<file path="src/rtl/dsa_pkg.sv">
// dsa_pkg: shared types and constants for the bilinear accelerator job controller.
`default_nettype none

package dsa_pkg;

   typedef enum logic [1:0] {
      IDLE   = 2'd0,
      CHECK  = 2'd1,
      LAUNCH = 2'd2,
      RUN    = 2'd3
   } state_e;

   localparam int Q88_FRAC    = 8;
   localparam int MIN_DIM     = 2;
   localparam int DEF_TIMEOUT = 1_000_000;

endpackage

`default_nettype wire

</file>
<file path="src/rtl/dsa_out_dim.sv">
// dsa_out_dim: scales one Q8.8 image dimension and clamps the result to [1, dim_i].
`default_nettype none

module dsa_out_dim
   import dsa_pkg::*;
(
   input  logic [15:0] dim_i,
   input  logic [15:0] scale_i,
   output logic [15:0] dim_o
);

   logic [31:0] prod_w;
   logic [15:0] raw_w;

   always_comb begin
      prod_w = {16'd0, dim_i} * {16'd0, scale_i};
      raw_w  = 16'(prod_w >> Q88_FRAC);
      if (raw_w == 16'd0) begin
         dim_o = 16'd1;
      end else if (raw_w > dim_i) begin
         dim_o = dim_i;
      end else begin
         dim_o = raw_w;
      end
   end

endmodule

`default_nettype wire

</file>
<file path="src/rtl/dsa_job_ctrl.sv">
// dsa_job_ctrl: validates and launches one interpolation job, supervises it with a
// timeout and cycle counter, and arbitrates the input BRAM between UI and core.
`default_nettype none

module dsa_job_ctrl
   import dsa_pkg::*;
#(
   parameter int AW      = 12,
   parameter int TIMEOUT = DEF_TIMEOUT
) (
   input  logic          clk_sys,
   input  logic          rst_sys_n,
   input  logic          start_pulse,
   input  logic          mode_simd,
   input  logic [15:0]   cfg_in_w,
   input  logic [15:0]   cfg_in_h,
   input  logic [15:0]   cfg_scale_q88,
   output logic          core_start,
   output logic          core_sel,
   output logic [15:0]   core_in_w,
   output logic [15:0]   core_in_h,
   output logic [15:0]   core_out_w,
   output logic [15:0]   core_out_h,
   output logic [15:0]   core_scale,
   input  logic          core_done_seq,
   input  logic          core_done_simd,
   input  logic [AW-1:0] core_raddr,
   input  logic [AW-1:0] ui_raddr,
   input  logic          ui_we,
   input  logic [AW-1:0] ui_waddr,
   input  logic [7:0]    ui_wdata,
   output logic [AW-1:0] mem_raddr,
   output logic          mem_we,
   output logic [AW-1:0] mem_waddr,
   output logic [7:0]    mem_wdata,
   output logic          status_busy,
   output logic          status_done,
   output logic          status_error,
   output logic [31:0]   perf_cycles
);

   state_e      state_q, state_d;
   logic        start_prev_q;
   logic        sel_q, sel_d;
   logic [15:0] in_w_q, in_w_d, in_h_q, in_h_d, scale_q, scale_d;
   logic [15:0] out_w_q, out_w_d, out_h_q, out_h_d;
   logic        done_q, done_d, error_q, error_d, busy_q, busy_d;
   logic [31:0] perf_q, perf_d;

   logic [15:0] out_w_w, out_h_w;
   logic [31:0] area_w;
   logic        start_rise_w, sel_done_w, invalid_w;

   dsa_out_dim u_out_w (.dim_i(in_w_q), .scale_i(scale_q), .dim_o(out_w_w));
   dsa_out_dim u_out_h (.dim_i(in_h_q), .scale_i(scale_q), .dim_o(out_h_w));

   assign start_rise_w = start_pulse & ~start_prev_q;
   assign sel_done_w   = sel_q ? core_done_simd : core_done_seq;
   assign area_w       = {16'd0, in_w_q} * {16'd0, in_h_q};
   assign invalid_w    = (in_w_q < 16'(MIN_DIM)) || (in_h_q < 16'(MIN_DIM)) ||
                         (scale_q == 16'd0) || (area_w > (32'd1 << AW));

   always_comb begin
      state_d = state_q;
      sel_d   = sel_q;
      in_w_d  = in_w_q;
      in_h_d  = in_h_q;
      scale_d = scale_q;
      out_w_d = out_w_q;
      out_h_d = out_h_q;
      done_d  = done_q;
      error_d = error_q;
      perf_d  = perf_q;
      case (state_q)
         IDLE: begin
            if (start_rise_w) begin
               sel_d   = mode_simd;
               in_w_d  = cfg_in_w;
               in_h_d  = cfg_in_h;
               scale_d = cfg_scale_q88;
               done_d  = 1'b0;
               error_d = 1'b0;
               perf_d  = 32'd0;
               state_d = CHECK;
            end
         end
         CHECK: begin
            out_w_d = out_w_w;
            out_h_d = out_h_w;
            if (invalid_w) begin
               error_d = 1'b1;
               state_d = IDLE;
            end else begin
               state_d = LAUNCH;
            end
         end
         LAUNCH: begin
            perf_d  = 32'd0;
            state_d = RUN;
         end
         RUN: begin
            perf_d = perf_q + 32'd1;
            // Completion takes priority over a timeout landing on the same cycle.
            if (sel_done_w) begin
               done_d  = 1'b1;
               state_d = IDLE;
            end else if (perf_d == 32'(TIMEOUT)) begin
               error_d = 1'b1;
               state_d = IDLE;
            end
         end
         default: state_d = IDLE;
      endcase
      if (ui_we && (state_q != IDLE)) begin
         error_d = 1'b1;
      end
      busy_d = (state_d != IDLE);
   end

   always_ff @(posedge clk_sys or negedge rst_sys_n) begin
      if (!rst_sys_n) begin
         state_q      <= IDLE;
         start_prev_q <= 1'b0;
         sel_q        <= 1'b0;
         in_w_q       <= 16'd0;
         in_h_q       <= 16'd0;
         scale_q      <= 16'd0;
         out_w_q      <= 16'd0;
         out_h_q      <= 16'd0;
         done_q       <= 1'b0;
         error_q      <= 1'b0;
         busy_q       <= 1'b0;
         perf_q       <= 32'd0;
      end else begin
         state_q      <= state_d;
         start_prev_q <= start_pulse;
         sel_q        <= sel_d;
         in_w_q       <= in_w_d;
         in_h_q       <= in_h_d;
         scale_q      <= scale_d;
         out_w_q      <= out_w_d;
         out_h_q      <= out_h_d;
         done_q       <= done_d;
         error_q      <= error_d;
         busy_q       <= busy_d;
         perf_q       <= perf_d;
      end
   end

   // UI reads during a job intentionally see the core's address.
   assign mem_raddr = ((state_q == LAUNCH) || (state_q == RUN)) ? core_raddr : ui_raddr;
   assign mem_we    = ui_we && (state_q == IDLE);
   assign mem_waddr = ui_waddr;
   assign mem_wdata = ui_wdata;

   assign core_start   = (state_q == LAUNCH);
   assign core_sel     = sel_q;
   assign core_in_w    = in_w_q;
   assign core_in_h    = in_h_q;
   assign core_out_w   = out_w_q;
   assign core_out_h   = out_h_q;
   assign core_scale   = scale_q;
   assign status_busy  = busy_q;
   assign status_done  = done_q;
   assign status_error = error_q;
   assign perf_cycles  = perf_q;

endmodule

`default_nettype wire

</file>
<file path="config.mk">
export PLATFORM = sky130hd
export DESIGN_NAME = dsa_job_ctrl
export DESIGN_NICKNAME = d
export VERILOG_FILES = /design/src/rtl/dsa_pkg.sv /design/src/rtl/dsa_out_dim.sv /design/src/rtl/dsa_job_ctrl.sv
export SDC_FILE = /design/constraint.sdc
export NUM_CORES = 2
export LEC_CHECK = 0
export ABC_AREA = 1
export BUFFER_PORTS_ARGS = -buffer_cell sky130_fd_sc_hd__buf_4
export CAP_MARGIN = 20
export CORE_ASPECT_RATIO = 0.6
export CORE_MARGIN = 5
export CORE_UTILIZATION = 35
export DETAILED_ROUTE_END_ITERATION = 8
export GPL_TIMING_DRIVEN = 1
export SLEW_MARGIN = 20
export SYNTH_ARGS = -nofsm -noshare
export SYNTH_HDL_FRONTEND = slang
export SYNTH_HIERARCHICAL = 1
export SYNTH_SLANG_ARGS = --single-unit
export TNS_END_PERCENT = 50
</file>
<file path="constraint.sdc">
create_clock -name clk_sys -period 9.08 [get_ports clk_sys]
set_input_delay 2.724 -clock clk_sys [delete_from_list [all_inputs] [get_ports clk_sys]]
set_output_delay 2.724 -clock clk_sys [all_outputs]
set_load 0.03 [all_outputs]
</file>
==> PnR_summary.wiki <==
{| class="wikitable"
! Metric !! Value
|-
| Maximum Capacitance Violations || 0
|-
| Final RePlAce weighted congestion || 0.9203
|-
| Layout net count || 5650
|-
| Initial antenna violation count || 4
|-
| Maximum fanout count along the critical path || 32
|-
| Pins Over Slew Limit || 0
|-
| Seq/Total Area, Yosys || 9.168%
|-
| Combined area of all synthesized cells || 32480 um^2
|-
| RR Startpoint || core_scale[3]
|-
| Main combinational cell family by area after synthesis || adder cells
|-
| Headroom to the max-slew limit || 28.94%
|-
| Count of warnings emitted by yosys || 6
|-
| Final-report setup violation count || 0
|-
| Share of synthesized cell area in and, or, nand and nor gates || 24.29%
|-
| Number of fill cells || 9678
|-
| Total area of multi-input combinational cells || 23710 um^2
|-
| Maximum operating frequency || 122.2 MHz
|-
| Initial cell density of the core || 35.35%
|-
| Type of element launching the critical path || flop
|-
| TritonCTS Sinks || 119
|-
| Area taken by flip-flops and latches || 2980 um^2
|-
| Final Worst Setup Slack || 0.8956 ns
|-
| Post-place setup slack || 1.073 ns
|-
| Final std cells w/o fill || 5995
|-
| Most frequent cells in the layout || 1519 x sky130_fd_sc_hd__nand2_1, 1300 x sky130_fd_sc_hd__inv_1, 528 x sky130_fd_sc_hd__fa_1
|-
| Outcome || finished clean
|-
| Cell with the largest stage delay on the worst path || sky130_fd_sc_hd__dfrtp_1
|-
| Worst path max stage delay || 1.01 ns
|-
| CP required || 9.46 ns
|-
| Clock tree from TritonCTS || yes
|-
| Maximum buffer depth of the clock tree || 2
|-
| Routed wire length || 100.8 mm
|-
| Register bit total from synthesis || 119
|-
| Detailed-route via count || 28228
|-
| Largest net degree at the start of global routing || 64
|-
| Chip Height || 246.0 um
|-
| Buffers inserted by post-CTS timing repair || 0
|-
| Terminus of the critical flop-to-flop path || core_out_h[9]
|-
| Portion of the clock cycle consumed by the worst path in the final layout || 90.14%
|-
| Worst setup path startpoint || core_scale[3]
|-
| Transition time at the pin with the least slew margin || 1.066 ns
|-
| Commonest non-fill, non-tap cell in the layout || sky130_fd_sc_hd__nand2_1
|-
| Placement Rows || 86
|-
| Synthesized-area fraction occupied by ao, oa, aoi and oai cells || 3.201%
|-
| Wire length of the first global-routing pass || 160.9 mm
|-
| Number of buffers added by the clock tree synthesis step || 17
|-
| Unrepaired setup endpoints after global routing || false
|-
| # hold bufs at CTS || 0
|-
| Aggregate global-route resource usage || 20.61%
|-
| Share of final-layout standard cells stronger than drive strength 1 || 9.028%
|-
| Post-Route Setup TNS || 0 ns
|-
| Commonest register cell after synthesis || sky130_fd_sc_hd__dfrtp_1
|-
| ANT cells || 0
|-
| XOR/XNOR share of the synthesized area || 0.8051%
|-
| Worst hold path class || reg2reg
|-
| Number of global-route vias before repair || 28227
|-
| Worst setup EP type || flop
|-
| Insertion delay of the later-clocked pin in the worst-skew pair || 0.47 ns
|-
| Chip Width || 403.3 um
|-
| Core footprint || 91890 um^2
|-
| Violation count after the first detailed-route iteration || 2552
|-
| I/O pin cnt || 249
|-
| Critical path type || reg2reg
|-
| Data arrival, critical path || 8.57 ns
|-
| Post-synthesis mux area share || 1.629%
|-
| Minimum period implied by the final worst setup slack || 8.184 ns
|-
| Post-synthesis adder-cell area fraction || 43.06%
|-
| Util after Layout || 39.13%
|-
| R2R setup slack || 0.90 ns
|-
| CTS Root Cell || sky130_fd_sc_hd__clkbuf_16
|-
| Share of flip-flops with an asynchronous set or reset after synthesis || 100.0%
|-
| Number of DRC violations after detailed routing || 0
|-
| Number of enable-type register cells in the synthesized netlist || 0
|-
| Number of H-tree levels || 4
|-
| Wire length per cell || 16.82 um
|-
| CTS-repair resized insts || 0
|-
| Gate Count Post-Synth || 4653
|-
| Routed Antenna Nets || 0
|-
| Area added between synthesis and finish || 10.70%
|-
| Reg clk slew, reported paths || 0.06 ns
|-
| CP endpoint || core_out_h[9]
|-
| Distinct cell type count of the synthesized netlist || 51
|-
| Detailed-placement wirelength estimate || 82.68 mm
|-
| Number of input and output port buffers inserted || 208
|-
| Mean instance size in the synthesized netlist || 6.981 um^2
|-
| Die ar. || 99200 um^2
|-
| Maximum clock skew at final layout || 0.02495 ns
|-
| Net count after synthesis || 5553
|-
| Detailed-route vias per instance || 4.709
|-
| Number of hold violations in the final report || 0
|-
| Total instance count after detailed placement || 5962
|-
| Worst Reg2Reg Path Length in Cells || 34
|-
| Overflow left after global routing || 0
|-
| Total iterations of the first detailed-routing run || 6
|}
-- registers in the layout, indices dropped and copies added (netlist names) --
signal / cells
perf_cycles: 32
core_in_h: 16
core_in_w: 16
core_out_h: 16
core_out_w: 16
core_scale: 16
state_q: 2
core_sel: 1
start_prev_q: 1
status_busy: 1
status_done: 1
status_error: 1
-- worst min-delay path by stage --
| stage | from | end | slack [ns] | cells past startpoint |
|---|---|---|---|---|
| 3_3_place_gp | core_out_h[5] | core_out_h[5] | 0.46 | 2 |
| 6_report | core_out_w[2] | core_out_w[2] | 0.48 | 2 |
| 5_1_grt | core_out_h[10] | core_out_h[10] | 0.50 | 2 |
| 3_5_place_dp | core_out_w[1] | core_out_w[1] | 0.47 | 2 |
| 2_1_floorplan | state_q[1] | state_q[1] | 0.55 | 2 |
| 4_1_cts | core_out_w[2] | core_out_w[2] | 0.48 | 2 |
-- synthesized netlist by cell type, drive strengths merged, types with 5 or more instances --
library cell	count	area [um^2]
a21oi	72	360.4
o21ai	73	380.4
and2	7	43.80
ha	273	3416
clkbuf	177	669.4
o21bai	9	75.07
inv	1303	4891
nand2	1539	5834
dfrtp	119	2978
mux2	47	529.3
xor2	18	165.2
fa	528	10570
buf	34	234.0
nor2	214	923.4
nor3	13	65.06
nand3	139	710.7
nand3b	13	97.59
a21o	5	37.54
nand4	22	152.7
xnor2	11	96.34
o22ai	21	131.4
-- through the flow --
step	area [um^2]	hold WS [ns]
after CTS	35940	0.4815
after floorplan	32480	0.5546
after detailed placement	35290	0.4658
final	35960	0.4776
after global placement	35290	0.4646
after global routing	35960	0.4995
-- cell families (layout without fill, tap and decap cells) --
group,after synthesis,count (layout)
xor+xnor,29,29
simple gates,1955,1955
buf+inv,1515,1625
mux,47,47
fa+ha+maj,801,801
compound gates,187,187
flops,119,119
-- critical path: cells and delay by family, from the launching register on --
family	cells	cell delay (ns)
adders and majority gates	8	3.79
AOI/OAI and AO/OA	3	0.42
and+or+nand+nor	14	1.80
DFF	1	1.01
buffers and inverters	9	1.06
-- routing by layer --
layer  vias up  share of wire [%]  track usage (%)  wire length (um)
met5         -              0.030                0                30
met4         6                1.7            3.564              1731
met3        88                9.9            5.552             10020
met2      1072                 40            29.32             40070
met1     13595                 49            31.39             48970
li1      13467                  -                -                 -
-- final cells by class --
type	count	area share, %
multi-input combinational	3019	65.95
clock inverter	14	0.5881
inverter	1304	13.61
timing repair buffer	289	6.055
tap	1232	4.287
sequential	119	8.289
clock buffer	18	1.221
Power is left out: the tool's default activity adds up to more than one toggle a clock period on the data nets, which glitch-free logic cannot reach.
